<file path="config.mk">
export PLATFORM = sky130hd
export DESIGN_NAME = cycle_sequencer_flat
export DESIGN_NICKNAME = d
export VERILOG_FILES = /design/src/rtl/cycle_sequencer_if.sv /design/src/rtl/cycle_sequencer.sv /design/src/flat_wrapper.sv
export SDC_FILE = /design/constraint.sdc
export NUM_CORES = 1
export LEC_CHECK = 0
export ABC_AREA = 1
export CAP_MARGIN = 10
export CORE_UTILIZATION = 45
export CTS_CLUSTER_DIAMETER = 80
export DETAILED_ROUTE_END_ITERATION = 10
export PLACE_DENSITY = 0.69
export SYNTH_ARGS = -nofsm -noshare
export SYNTH_HDL_FRONTEND = slang
export SYNTH_SLANG_ARGS = --single-unit
export TNS_END_PERCENT = 10
</file>
<file path="constraint.sdc">
create_clock -name clk -period 1.6 [get_ports clk]
set_input_delay 0.24 -clock clk [delete_from_list [all_inputs] [get_ports clk]]
set_output_delay 0.24 -clock clk [all_outputs]
set_load 0.01 [all_outputs]
</file>
<file path="src/rtl/cycle_sequencer_if.sv">
// Bundle between the micro-cycle sequencer and the instruction decoder /
// front panel. The sequencer takes the master modport; the decoder and
// panel side take the slave modport.
interface cycle_sequencer_if #(
    parameter int COUNT_W = 16
);
    logic [3:0]         state;
    logic               run;
    logic               step_req;
    logic               step_ack;
    logic [3:0]         cycle;
    logic               retire;
    logic               halted;
    logic               fault;
    logic [COUNT_W-1:0] inst_count;

    modport master (
        input  state, run, step_req,
        output step_ack, cycle, retire, halted, fault, inst_count
    );

    modport slave (
        output state, run, step_req,
        input  step_ack, cycle, retire, halted, fault, inst_count
    );
endinterface

</file>
<file path="src/rtl/cycle_sequencer.sv">
// Micro-cycle sequencer: steps the decoder's cycle index once per clock,
// restarts at instruction boundaries, freezes on HALT, traps on overrun,
// and counts retired instructions.
// Optional single-step handshake is compiled in when SEQ_STEP_EN is defined;
// without it step_req is ignored and step_ack is tied low.
// STATE_NEXT / STATE_HALT defaults must match the decoder's encodings.
module cycle_sequencer #(
    parameter int         MAX_CYCLE  = 7,
    parameter int         COUNT_W    = 16,
    parameter logic [3:0] STATE_NEXT = 4'hE,
    parameter logic [3:0] STATE_HALT = 4'hF
) (
    input  logic                  clk,
    input  logic                  reset_n,
    cycle_sequencer_if.master     bus
);
    typedef enum logic [1:0] {
        IDLE   = 2'd0,
        RUN    = 2'd1,
        HALTED = 2'd2,
        FAULT  = 2'd3
    } fsm_t;

    localparam logic [3:0] LAST_CYCLE = 4'(MAX_CYCLE);

    fsm_t               fsm_reg;
    logic [3:0]         cycle_reg;
    logic               retire_reg;
    logic               halted_reg;
    logic               fault_reg;
    logic [COUNT_W-1:0] count_reg;

`ifdef SEQ_STEP_EN
    logic stepping_reg;
    logic step_ack_reg;
`endif

    // Main sequencer FSM with all outputs registered
    always_ff @(posedge clk or negedge reset_n) begin
        if (!reset_n) begin
            fsm_reg      <= IDLE;
            cycle_reg    <= 4'd0;
            retire_reg   <= 1'b0;
            halted_reg   <= 1'b0;
            fault_reg    <= 1'b0;
            count_reg    <= '0;
`ifdef SEQ_STEP_EN
            stepping_reg <= 1'b0;
            step_ack_reg <= 1'b0;
`endif
        end else begin
            retire_reg <= 1'b0;
`ifdef SEQ_STEP_EN
            // Four-phase return: ack drops once the request is seen low
            if (step_ack_reg && !bus.step_req)
                step_ack_reg <= 1'b0;
`endif
            case (fsm_reg)
                IDLE: begin
                    cycle_reg <= 4'd0;
                    if (bus.run) begin
                        fsm_reg <= RUN;
`ifdef SEQ_STEP_EN
                    end else if (bus.step_req && !step_ack_reg) begin
                        fsm_reg      <= RUN;
                        stepping_reg <= 1'b1;
`endif
                    end
                end
                RUN: begin
                    if (bus.state == STATE_HALT) begin
                        // HLT is not a retirement; cycle freezes where it is
                        fsm_reg    <= HALTED;
                        halted_reg <= 1'b1;
`ifdef SEQ_STEP_EN
                        if (stepping_reg) begin
                            stepping_reg <= 1'b0;
                            step_ack_reg <= 1'b1;
                        end
`endif
                    end else if (bus.state == STATE_NEXT) begin
                        cycle_reg  <= 4'd0;
                        retire_reg <= 1'b1;
                        count_reg  <= count_reg + COUNT_W'(1);
                        // A pause (or end of a single step) only lands here,
                        // so an instruction is never split.
                        if (!bus.run)
                            fsm_reg <= IDLE;
`ifdef SEQ_STEP_EN
                        if (stepping_reg) begin
                            stepping_reg <= 1'b0;
                            step_ack_reg <= 1'b1;
                        end
`endif
                    end else if (cycle_reg == LAST_CYCLE) begin
                        fsm_reg   <= FAULT;
                        fault_reg <= 1'b1;
`ifdef SEQ_STEP_EN
                        if (stepping_reg) begin
                            stepping_reg <= 1'b0;
                            step_ack_reg <= 1'b1;
                        end
`endif
                    end else begin
                        cycle_reg <= cycle_reg + 4'd1;
                    end
                end
                // HALTED and FAULT are sticky: everything holds until reset
                HALTED: fsm_reg <= HALTED;
                FAULT:  fsm_reg <= FAULT;
                default: fsm_reg <= IDLE;
            endcase
        end
    end

    assign bus.cycle      = cycle_reg;
    assign bus.retire     = retire_reg;
    assign bus.halted     = halted_reg;
    assign bus.fault      = fault_reg;
    assign bus.inst_count = count_reg;
`ifdef SEQ_STEP_EN
    assign bus.step_ack   = step_ack_reg;
`else
    assign bus.step_ack   = 1'b0;
`endif
endmodule

</file>
<file path="src/flat_wrapper.sv">
// flat-port wrapper written by rule: the top's interface ports become plain ports
module cycle_sequencer_flat 
#(
    parameter int         MAX_CYCLE  = 7,
    parameter int         COUNT_W    = 16,
    parameter logic [3:0] STATE_NEXT = 4'hE,
    parameter logic [3:0] STATE_HALT = 4'hF
)
  (clk, reset_n, bus_state, bus_run, bus_step_req, bus_step_ack, bus_cycle, bus_retire, bus_halted, bus_fault, bus_inst_count);
  cycle_sequencer_if #(.COUNT_W(COUNT_W)) bus_i ();
  input  logic clk;
  input  logic reset_n;
  input wire logic [$bits(bus_i.state)-1:0] bus_state;
  input wire logic [$bits(bus_i.run)-1:0] bus_run;
  input wire logic [$bits(bus_i.step_req)-1:0] bus_step_req;
  output wire logic [$bits(bus_i.step_ack)-1:0] bus_step_ack;
  output wire logic [$bits(bus_i.cycle)-1:0] bus_cycle;
  output wire logic [$bits(bus_i.retire)-1:0] bus_retire;
  output wire logic [$bits(bus_i.halted)-1:0] bus_halted;
  output wire logic [$bits(bus_i.fault)-1:0] bus_fault;
  output wire logic [$bits(bus_i.inst_count)-1:0] bus_inst_count;
  assign bus_i.state = bus_state;
  assign bus_i.run = bus_run;
  assign bus_i.step_req = bus_step_req;
  assign bus_step_ack = bus_i.step_ack;
  assign bus_cycle = bus_i.cycle;
  assign bus_retire = bus_i.retire;
  assign bus_halted = bus_i.halted;
  assign bus_fault = bus_i.fault;
  assign bus_inst_count = bus_i.inst_count;
  cycle_sequencer #(.MAX_CYCLE(MAX_CYCLE), .COUNT_W(COUNT_W), .STATE_NEXT(STATE_NEXT), .STATE_HALT(STATE_HALT)) u_core (.clk(clk), .reset_n(reset_n), .bus(bus_i));
endmodule
</file>
Word level (Yosys, flattened, before mapping)
Index checks and enable logic that the tools add are counted.
{"block": "classes", "addsub": 2, "eq_ne": 11, "n_mux": 13, "bitwise": 2, "reduce_logical": 7}
{"op": "$add A16 B1 Y16 const B", "n": 1}
{"op": "$mux W4", "n": 3}
{"op": "$mux W2", "n": 5}
{"op": "$reduce_and A3 Y1", "n": 3}
{"op": "$eq A4 B4 Y1 const B", "n": 2}
{"op": "$pmux W2 S4", "n": 1}
{"op": "$pmux W4 S2", "n": 1}
{"op": "$add A4 B1 Y4 const B", "n": 1}
{"op": "$eq A2 B2 Y1 const B", "n": 2}
{"op": "$eq A4 B3 Y1 const B", "n": 1}
{"op": "$ne A2 B2 Y1 const B", "n": 2}
{"op": "$ne A4 B1 Y1 const B", "n": 1}
{"op": "$ne A4 B3 Y1 const B", "n": 1}
{"op": "$reduce_and A4 Y1", "n": 1}
{"op": "$mux W1", "n": 3}
{"op": "$ne A3 B2 Y1 const B", "n": 1}
{"op": "$eq A2 B1 Y1 const B", "n": 1}
{"op": "$logic_not A2 Y1", "n": 1}
{"op": "$not A1 Y1", "n": 2}
{"op": "$reduce_and A2 Y1", "n": 1}
{"op": "$reduce_bool A2 Y1", "n": 1}
{"block": "word_totals", "reg_bits": 25, "input_bits": 8, "output_inout_bits": 24, "wordCells": 41}

Longest topological paths before layout
Gate-level depths: netlist (run 1).
{"block": "logic_depth", "ltp_word": 5, "ltp_mapped": 8, "mapped_depth_nobuf": 8}

Least setup slack after synthesis (run 1)
No wires, ideal clock.
{"block": "synth_timing", "path_type": "register -> register", "start": "register u_core.count_reg[0] (netlist: u_core.bus.inst_count[0])", "end": "register u_core.count_reg[8] (netlist: u_core.bus.inst_count[8])", "setup_time_ns": 0.116, "arrival_time_ns": 1.188, "t_required_ns": 1.484, "path_slack_ns": 0.295, "stages_incl_launch_ff": 8, "path_buffers": 0, "synth_period_minus_slack_ns": 1.305, "path_cell_list": "dfrtp_1 ha_1 inv_1 nor2_1 nand2_1 xnor2_1 nand2_1 nand2_1"}
{"block": "synth_between", "elab_chain_len": 1}
{"element": "start, declared", "line_no": "cycle_sequencer.sv:31", "rtl": "logic [COUNT_W-1:0] count_reg;"}
{"element": "start signal, assigned", "line_no": "cycle_sequencer.sv:84", "rtl": "count_reg <= count_reg + COUNT_W'(1);"}
{"element": "$add A16 B1 Y16", "line_no": "cycle_sequencer.sv:84"}
No other way between the ends.
A chain may end at the register's enable or synchronous reset.

Worst setup path in the final report (run 1)
{"block": "layout_timing", "start": "register u_core.cycle_reg[0] (netlist: u_core.bus.cycle[0])", "end": "output bus_cycle[0]"}
{"element": "start, declared", "line_no": "cycle_sequencer.sv:27", "rtl": "logic [3:0] cycle_reg;"}
{"element": "start signal, assigned", "line_no": "cycle_sequencer.sv:105", "rtl": "cycle_reg <= cycle_reg + 4'd1;"}
{"element": "end, declared", "line_no": "flat_wrapper.sv:17", "rtl": "output wire logic [$bits(bus_i.cycle)-1:0] bus_cycle;"}
No word-level cell between the ends.

==> results of run 1 <==
[what timing repair did]
action	4_1_cts	5_1_grt
setup endpoints to repair	2	13
gates resized for setup	1	12
hold endpoints to repair	0	0
buffers inserted	1	0
hold buffers	0	0
[routing by layer]
metal  wire length [µm]  vias up  part of all wire [%]  global-route usage (%)
met1               1330      563                    46                    26.3
met3                153        2                   5.3                    2.27
met2               1370       36                    48                    33.3
met4                 11        0                  0.38                    6.97
met5                  0        -                     0                       0
li1                   -      623                     -                       -
[power by group]
group / internal, µW / leakage [µW] / switching [µW]
clock network: 97.2 / 0.0000150 / 175
registers: 709 / 0.000324 / 85.4
logic: 184 / 0.000610 / 156
[cell families (layout without fill, tap and decap cells)]
| kind of cell | after synthesis | in the layout |
|---|---|---|
| AOI/OAI and AO/OA | 7 | 7 |
| other | 1 | 1 |
| xor gates and xnor gates | 10 | 10 |
| DFF | 25 | 25 |
| and+or+nand+nor | 112 | 112 |
| buffers and inverters | 17 | 56 |
| adders and majority gates | 2 | 2 |
[final cells by class]
cell class	instances	area (µm²)
clock buffers	4	26.3
fillers	238	1020
repair buffers	37	378
inverters	15	58.8
multi-input cells	132	674
well taps	31	38.8
flip-flops and latches	25	633
[worst min-delay path by stage]
stage,from,endpoint,cells after the start
floorplan,reset_n,u_core.bus.cycle[0],0
global placement,u_core.bus.fault,u_core.bus.fault,1
detailed placement,u_core.bus.fault,u_core.bus.fault,1
CTS,reset_n,u_core.bus.inst_count[2],2
global route,reset_n,u_core.bus.retire,2
finish,reset_n,u_core.bus.inst_count[2],2
[synth_stat cells]
library cell,instances,area (µm²)
o21bai_1,1,7.51
buf_4,1,7.51
ha_1,2,25.0
nand2_4,1,11.3
or2_2,1,6.26
nand3b_1,2,15.0
nor2_2,2,12.5
a31o_2,1,8.76
nor2_1,19,71.3
dfrtp_1,25,626
inv_1,13,48.8
inv_4,1,6.26
nand2_2,2,12.5
nand3_1,13,65.1
buf_6,1,11.3
nor3_1,3,15.0
nand4_1,4,25.0
conb_1,1,3.75
nor2_4,4,45.0
a21oi_1,2,10.0
o21ai_0,1,5.00
xor2_1,7,61.3
nand3_2,1,10.0
inv_2,1,3.75
o21ai_1,2,10.0
nand2_1,60,225
xnor2_1,3,26.3
[through the flow]
| stage | util [%] | hold WS, ns | std cells | instance area, µm² |
|---|---|---|---|---|
| 2_1_floorplan | - | -0.0556 | 174 | 1380 |
| 3_3_place_gp | 61.9 | 0.453 | 239 | 1750 |
| 3_5_place_dp | 61.9 | 0.456 | 239 | 1750 |
| 4_1_cts | 63.1 | 0.284 | 244 | 1790 |
| 5_1_grt | 64.0 | 0.319 | 244 | 1810 |
| 6_report | 64.0 | 0.280 | 244 | 1810 |
==> results.py, run 1 <==
metrics = {
    "status": {
        "outcome": "finished, violations left",
        "violations": "design-rule violations",
    },
    "timing": {
        "tns_ns": 0,
        "fin_crit_sh_pct": 97.1,
        "slew_violations": 0,
        "rsz0062_at_grt": "false",
        "finalCriticalPeriod_ns": 1.55,
        "clock.fmax_ghz": 0.644,
        "setup_viol": 0,
        "hold_viol_final": 0,
        "timing.final.ws_setup_ns": 0.0471,
        "clock_skew_ns": 0.00260,
    },
    "grt": {
        "grt_overflow": 0,
        "grt_pass1_wl_um": 5050,
        "antenna_found_initial": 0,
        "grt_pass1_vias": 1241,
        "grt_max_degree": 26,
        "track_usage_pct": 19.7,
    },
    "final_layout": {
        "diodes": 0,
        "layout_common_cells": "60 x nand2_1, 23 x clkdlybuf4s50_1, 19 x dfrtp_1",
        "final_layout_size_suffix_gt1_share_pct": 15.0,
        "nNetsFinal": 224,
        "largest_reg_flops": 16,
        "final_common_cell": "nand2_1",
        "area_growth_pct": 31.6,
    },
    "place": {
        "place_ws_ns": 0.00531,
        "hpwl_um": 2210,
        "gp_congestion": 0.884,
        "port_buffers": 29,
    },
    "clocking": {
        "clock_latency_ns": 0.31,
        "root_buffer": "clkbuf_4",
        "htree_levels": 1,
        "cts_buffer_depth": 2,
        "numClockSinks": 25,
        "cts_tree": "yes",
        "cts_made_buffers": 3,
        "clkTransAtPathRegs_ns": 0.13,
    },
    "worst_setup_path": {
        "crit_path_end": "bus_cycle[0]",
        "startpoint": "u_core.bus.cycle[0]",
        "r2r_cells": 8,
        "start_kind": "register",
        "max_stage_delay_ns": 0.56,
        "critPathMaxFanout": 5,
        "path_class": "register to output port",
        "critPathSlowestCell": "clkdlybuf4s50_1",
        "cp.depth": 1,
        "crit_family": "buffers and inverters",
        "r2r_setup_slack_ns": 0.17,
        "path_cells": "clkdlybuf4s50_1",
        "critPathBufInv": 1,
        "reg2reg_from": "u_core.bus.inst_count[0]",
        "crit_arrival_ns": 1.31,
        "critPathCaptureType": "output port",
        "r2r_end": "u_core.bus.inst_count[10]",
        "critPathRequiredTime_ns": 1.36,
    },
    "min_path": {
        "worstHoldPathType": "input port to asynchronous set/reset pin",
    },
    "floorplanning": {
        "rows": 19,
        "die_h_um": 57.3,
        "pin_count": 32,
        "start_util_pct": 48.6,
        "die-area_mm2": 0.00328,
        "die_w_um": 57.3,
        "core_mm2": 0.00283,
    },
    "yosys": {
        "synthCells": 174,
        "synth_top_family_by_area": "simple AND/OR/NAND/NOR gates",
        "yosysWarnings": 0,
        "syn_area_mm2": 0.00138,
        "synth-seq-cells": 25,
        "synth-compound-area-share_pct": 3.00,
        "avgSynthCellArea_um2": 7.90,
        "syn-num-nets": 184,
        "synth_cell_types": 27,
        "synthAdderAreaFrac_pct": 1.82,
        "synth_simple_gate_area_share_pct": 37.4,
        "synth_mux_area_share_pct": 0,
        "synth-xor-area-share_pct": 6.37,
        "yosysSeqAreaShare_pct": 45.5,
    },
    "drt": {
        "avgViaCountPerCell": 5.02,
        "wire_per_inst_um": 11.7,
        "wirelength_um": 2870,
        "route.detailed.drc": 2,
        "firstDrtPassIters": 7,
        "ant_nets": 0,
        "drtIter0Drc": 33,
        "vias": 1224,
    },
    "pwr": {
        "power_uw": 1410,
        "leakagePower_uw": 0.000949,
        "power.density_mw_per_mm2": 778,
        "peakVddDrop_uv": 436,
    },
    "job": {
        "maxCapViolations": 0,
    },
}
No activity file was read; power rests on OpenSTA's default activity.
==> run 2, diff against run 1 <==
Settings changed: CORE_ASPECT_RATIO set to 0.9, PLACE_DENSITY 0.69 to 0.84.
==> results.py, run 2 (synthesized netlist as in run 1, its figures left out) <==
metrics = {
    "worst_setup_path": {
        "r2r_setup_slack_ns": 0.20,
        "critPathSlowestCell": "clkdlybuf4s50_1",
        "crit_arrival_ns": 1.29,
        "critPathMaxFanout": 5,
        "path_cells": "clkdlybuf4s50_1",
        "critPathBufInv": 1,
        "max_stage_delay_ns": 0.54,
        "crit_family": "buffers and inverters",
        "r2r_end": "u_core.bus.inst_count[8]",
        "reg2reg_from": "u_core.bus.inst_count[0]",
        "critPathRequiredTime_ns": 1.36,
        "path_class": "register to output port",
        "startpoint": "u_core.bus.cycle[2]",
        "r2r_cells": 7,
        "start_kind": "register",
        "critPathCaptureType": "output port",
    },
    "timing": {
        "clock_skew_ns": 0.00321,
        "fin_crit_sh_pct": 95.7,
        "setup_viol": 0,
        "slew_violations": 0,
        "fin_hold_ws_ns": 0.266,
        "clock.fmax_ghz": 0.653,
        "finalCriticalPeriod_ns": 1.53,
        "hold_viol_final": 0,
        "rsz0062_at_grt": "true",
    },
    "clocking": {
        "numClockSinks": 25,
        "cts_hold_buffers": 0,
        "htree_levels": 1,
        "clkTransAtPathRegs_ns": 0.13,
        "cts_buffer_depth": 2,
        "clock_latency_ns": 0.32,
        "cts_tree": "yes",
        "root_buffer": "clkbuf_4",
        "cts_made_buffers": 3,
    },
    "floorplanning": {
        "die_h_um": 54.4,
        "pin_count": 32,
        "rows": 18,
        "die-area_mm2": 0.00328,
        "start_util_pct": 48.8,
        "die_w_um": 60.3,
        "core_mm2": 0.00282,
    },
    "drt": {
        "wire_per_inst_um": 11.7,
        "ant_nets": 0,
        "firstDrtPassIters": 4,
        "wirelength_um": 2920,
        "route.detailed.drc": 0,
        "vias": 1218,
        "avgViaCountPerCell": 4.87,
        "drtIter0Drc": 52,
    },
    "place": {
        "place_area_mm2": 0.00173,
        "port_buffers": 29,
        "hpwl_um": 2140,
        "gp_congestion": 0.864,
        "place_inst": 245,
    },
    "job": {
        "maxCapViolations": 0,
    },
    "min_path": {
        "worstHoldPathType": "input port to asynchronous set/reset pin",
    },
    "final_layout": {
        "diodes": 0,
        "fin_area_mm2": 0.00179,
        "nFillCells": 263,
        "nNetsFinal": 221,
        "area_growth_pct": 30.3,
        "final_common_cell": "nand2_1",
        "final_layout_size_suffix_gt1_share_pct": 13.3,
        "largest_reg_flops": 16,
        "layout_common_cells": "60 x nand2_1, 20 x dfrtp_1, 18 x nor2_1",
        "instances_no_fill": 250,
    },
    "grt": {
        "grt_pass1_vias": 1118,
        "grt_pass1_wl_um": 4880,
        "antenna_found_initial": 0,
        "grt_max_degree": 26,
        "grt_overflow": 0,
        "track_usage_pct": 20.9,
    },
    "pwr": {
        "power.density_mw_per_mm2": 783,
        "leakagePower_uw": 0.00104,
        "peakVddDrop_uv": 520,
    },
    "status": {
        "outcome": "finished clean",
    },
}
-- run 2: cell count changes in the layout (fill, tap and decap cells not counted), sizes merged --
cell           previous run  this run
dlygate4sd2               0         4
dlymetal6s2s              6        11
buf                       8         5
clkdlybuf4s50            23        14
-- run 2: stage by stage --
stage / TNS, ns / setup WS, ns / total power, µW / util (%)
CTS: 0 / 0.00249 / 1440 / 62.2
floorplan: 0 / 0.295 / 954 / -
detailed placement: -0.00169 / -0.00169 / 1150 / 61.3
finish: 0 / 0.0692 / 1400 / 63.6
global placement: 0 / 0.0193 / 1140 / 61.3
global route: -0.00995 / -0.00995 / 1500 / 63.6
-- run 2: metal layers --
metal / global-route usage, % / share of wire, % / up-vias
met1: 27.0 / 46 / 564
met2: 33.3 / 48 / 29
met5: 0 / 0 / -
met4: 7.36 / 1.2 / 0
li1: - / - / 619
met3: 6.15 / 4.9 / 6
-- run 2: power breakdown --
| part | total, µW | leakage [µW] | internal [µW] | switching [µW] |
|---|---|---|---|---|
| Combinational | 329 | 0.000701 | 176 | 153 |
| Clock | 285 | 0.0000150 | 97.8 | 187 |
| Sequential | 790 | 0.000325 | 709 | 81.5 |
| Total | 1400 | 0.00104 | 982 | 422 |
-- run 2: how the worst max path moves through the flow --
stage | to | slack (ns) | cells after the start
5_1_grt | bus_cycle[2] | -0.01 | 1
3_3_place_gp | u_core.bus.cycle[1] | 0.02 | 8
4_1_cts | bus_inst_count[0] | 0.002 | 1
6_report | bus_cycle[2] | 0.07 | 1
3_5_place_dp | u_core.bus.inst_count[15] | -0.002 | 8
2_1_floorplan | u_core.bus.inst_count[8] | 0.30 | 7
-- run 2: cell type report --
class / instances / area (µm²) / area share [%]
Inverter: 15 / 58.8 / 3.28
Multi-Input combinational cell: 132 / 674 / 37.6
Timing Repair Buffer: 34 / 350 / 19.6
Sequential cell: 25 / 632 / 35.3
Tap cell: 40 / 50.0 / 2.79
Clock buffer: 4 / 26.3 / 1.47
-- run 2: timing repair --
item	4_1_cts	5_1_grt
resized for setup	6	15
buffers inserted	0	1
endpoints found under the setup margin	6	15
==> run 3, diff against run 2 <==
Settings changed: REMOVE_ABC_BUFFERS set to 1, SKIP_LAST_GASP set to 1.
==> results.py, run 3 (synthesized netlist as in run 1, its figures left out) <==
metrics = {
    "status": {
        "outcome": "finished, violations left",
        "violations": "negative setup slack",
    },
    "grt": {
        "grt_pass1_vias": 1048,
        "grt_pass1_wl_um": 4720,
        "grt_max_degree": 26,
        "grt_overflow": 0,
        "met2_usage_pct": 33.0,
        "antenna_found_initial": 0,
        "grt.met1_usage_pct": 26.2,
        "grtUsageMet3_pct": 4.96,
        "busiest_layer": "met2",
        "track_usage_pct": 19.9,
    },
    "worst_setup_path": {
        "critPathBufInv": 1,
        "crit_family": "buffers and inverters",
        "r2r_cells": 7,
        "path_cells": "clkdlybuf4s50_1",
        "r2r_end": "u_core.bus.cycle[0]",
        "critPathRequiredTime_ns": 1.36,
        "max_stage_delay_ns": 0.58,
        "path_class": "register to output port",
        "reg2reg_from": "u_core.bus.cycle[0]",
        "critPathCaptureType": "output port",
        "r2r_setup_slack_ns": 0.19,
        "critPathSlowestCell": "clkdlybuf4s50_1",
        "crit_arrival_ns": 1.37,
        "critPathMaxFanout": 6,
        "start_kind": "register",
    },
    "pwr": {
        "p_sw_share_pct": 29.7,
        "power.density_mw_per_mm2": 793,
        "internal-power_uw": 994,
        "power_frac_seq_pct": 55.9,
        "peakVddDrop_uv": 586,
        "leakagePower_uw": 0.000844,
        "p_comb_share_pct": 24.4,
        "power.share.clock_pct": 19.7,
        "switchingPower_uw": 420,
    },
    "final_layout": {
        "fin_area_mm2": 0.00178,
        "final_common_cell": "nand2_1",
        "area_growth_pct": 29.7,
        "nFillCells": 252,
        "multi_input_area_um2": 672,
        "nNetsFinal": 222,
        "largest_reg_flops": 16,
        "regArea_um2": 628,
        "final_layout_size_suffix_gt1_share_pct": 11.8,
        "layout_common_cells": "60 x nand2_1, 29 x clkdlybuf4s50_1, 23 x dfrtp_1",
        "diodes": 0,
    },
    "drt": {
        "firstDrtPassIters": 4,
        "route.detailed.drc": 0,
        "wirelength_um": 2910,
        "drtIter0Drc": 32,
        "vias": 1234,
        "avgViaCountPerCell": 4.92,
        "ant_nets": 0,
        "wire_per_inst_um": 11.6,
    },
    "min_path": {
        "worstHoldPathType": "input port to asynchronous set/reset pin",
    },
    "floorplanning": {
        "die_w_um": 60.3,
        "core_mm2": 0.00282,
        "pin_count": 32,
        "start_util_pct": 48.8,
        "die-area_mm2": 0.00328,
        "die_h_um": 54.4,
        "rows": 18,
    },
    "place": {
        "port_buffers": 29,
        "place_area_mm2": 0.00175,
        "hpwl_um": 2200,
        "gp_congestion": 0.801,
    },
    "clocking": {
        "numClockSinks": 25,
        "clkTransAtPathRegs_ns": 0.13,
        "cts_made_buffers": 3,
        "root_buffer": "clkbuf_4",
        "cts_hold_buffers": 0,
        "post_cts_buffers": 0,
        "cts_tree": "yes",
        "clock_latency_ns": 0.32,
        "cts_buffer_depth": 2,
        "htree_levels": 1,
    },
    "timing": {
        "hold_viol_final": 0,
        "slew_violations": 0,
        "clock_skew_ns": 0.00373,
        "rsz0062_at_grt": "true",
        "timing.final.ws_setup_ns": -0.00981,
        "clock.fmax_ghz": 0.621,
        "fin_crit_sh_pct": 101,
        "finalCriticalPeriod_ns": 1.61,
        "setup_viol": 2,
        "fin_hold_ws_ns": 0.260,
    },
    "job": {
        "maxCapViolations": 0,
    },
}
run 3: stage by stage:
stage	setup slack, ns	util (%)	TNS [ns]	power (µW)	instances
floorplan	0.294	-	0	951	172
global placement	0.0416	62.3	0	1140	247
detailed placement	0.0131	62.3	0	1150	247
CTS	-0.00964	63.3	-0.0159	1430	251
global route	-0.0464	63.3	-0.333	1500	251
finish	-0.00981	63.3	-0.0131	1410	251
run 3: power by group through the flow:
stage	clock [µW]	combinational (µW)	sequential, µW
2_1_floorplan	0	127	824
3_3_place_gp	0	338	801
4_1_cts	283	353	792
5_1_grt	310	386	807
3_5_place_dp	0	350	805
6_report	279	345	791
run 3: layout make-up:
| type | count | area share (%) |
|---|---|---|
| Sequential cell | 25 | 35.2 |
| Tap cell | 40 | 2.81 |
| Clock buffer | 4 | 1.47 |
| Timing Repair Buffer | 35 | 19.5 |
| Inverter | 15 | 3.30 |
| Multi-Input combinational cell | 132 | 37.7 |
run 3: what timing repair did:
action                                 in CTS  in global routing
setup endpoints to repair                   3                 14
gates resized for setup                     1                  1
pin swaps                                   0                  0
endpoints found under the hold margin       0                  0
run 3: how the worst max path moves through the flow:
stage,endpoint,depth (start not counted),startpoint
after CTS,bus_inst_count[10],1,u_core.bus.inst_count[10]
final,bus_inst_count[10],1,u_core.bus.inst_count[10]
after detailed placement,u_core.bus.inst_count[7],7,bus_state[2]
after global routing,bus_inst_count[2],1,u_core.bus.inst_count[2]
after global placement,u_core.bus.inst_count[7],7,bus_state[2]
after floorplan,u_core.bus.inst_count[8],7,u_core.bus.inst_count[0]
run 3: layer usage:
layer	share of wire (%)	routed length, µm
met3	3.8	111
met1	47	1380
met2	48	1390
met4	1.1	31
met5	0	0
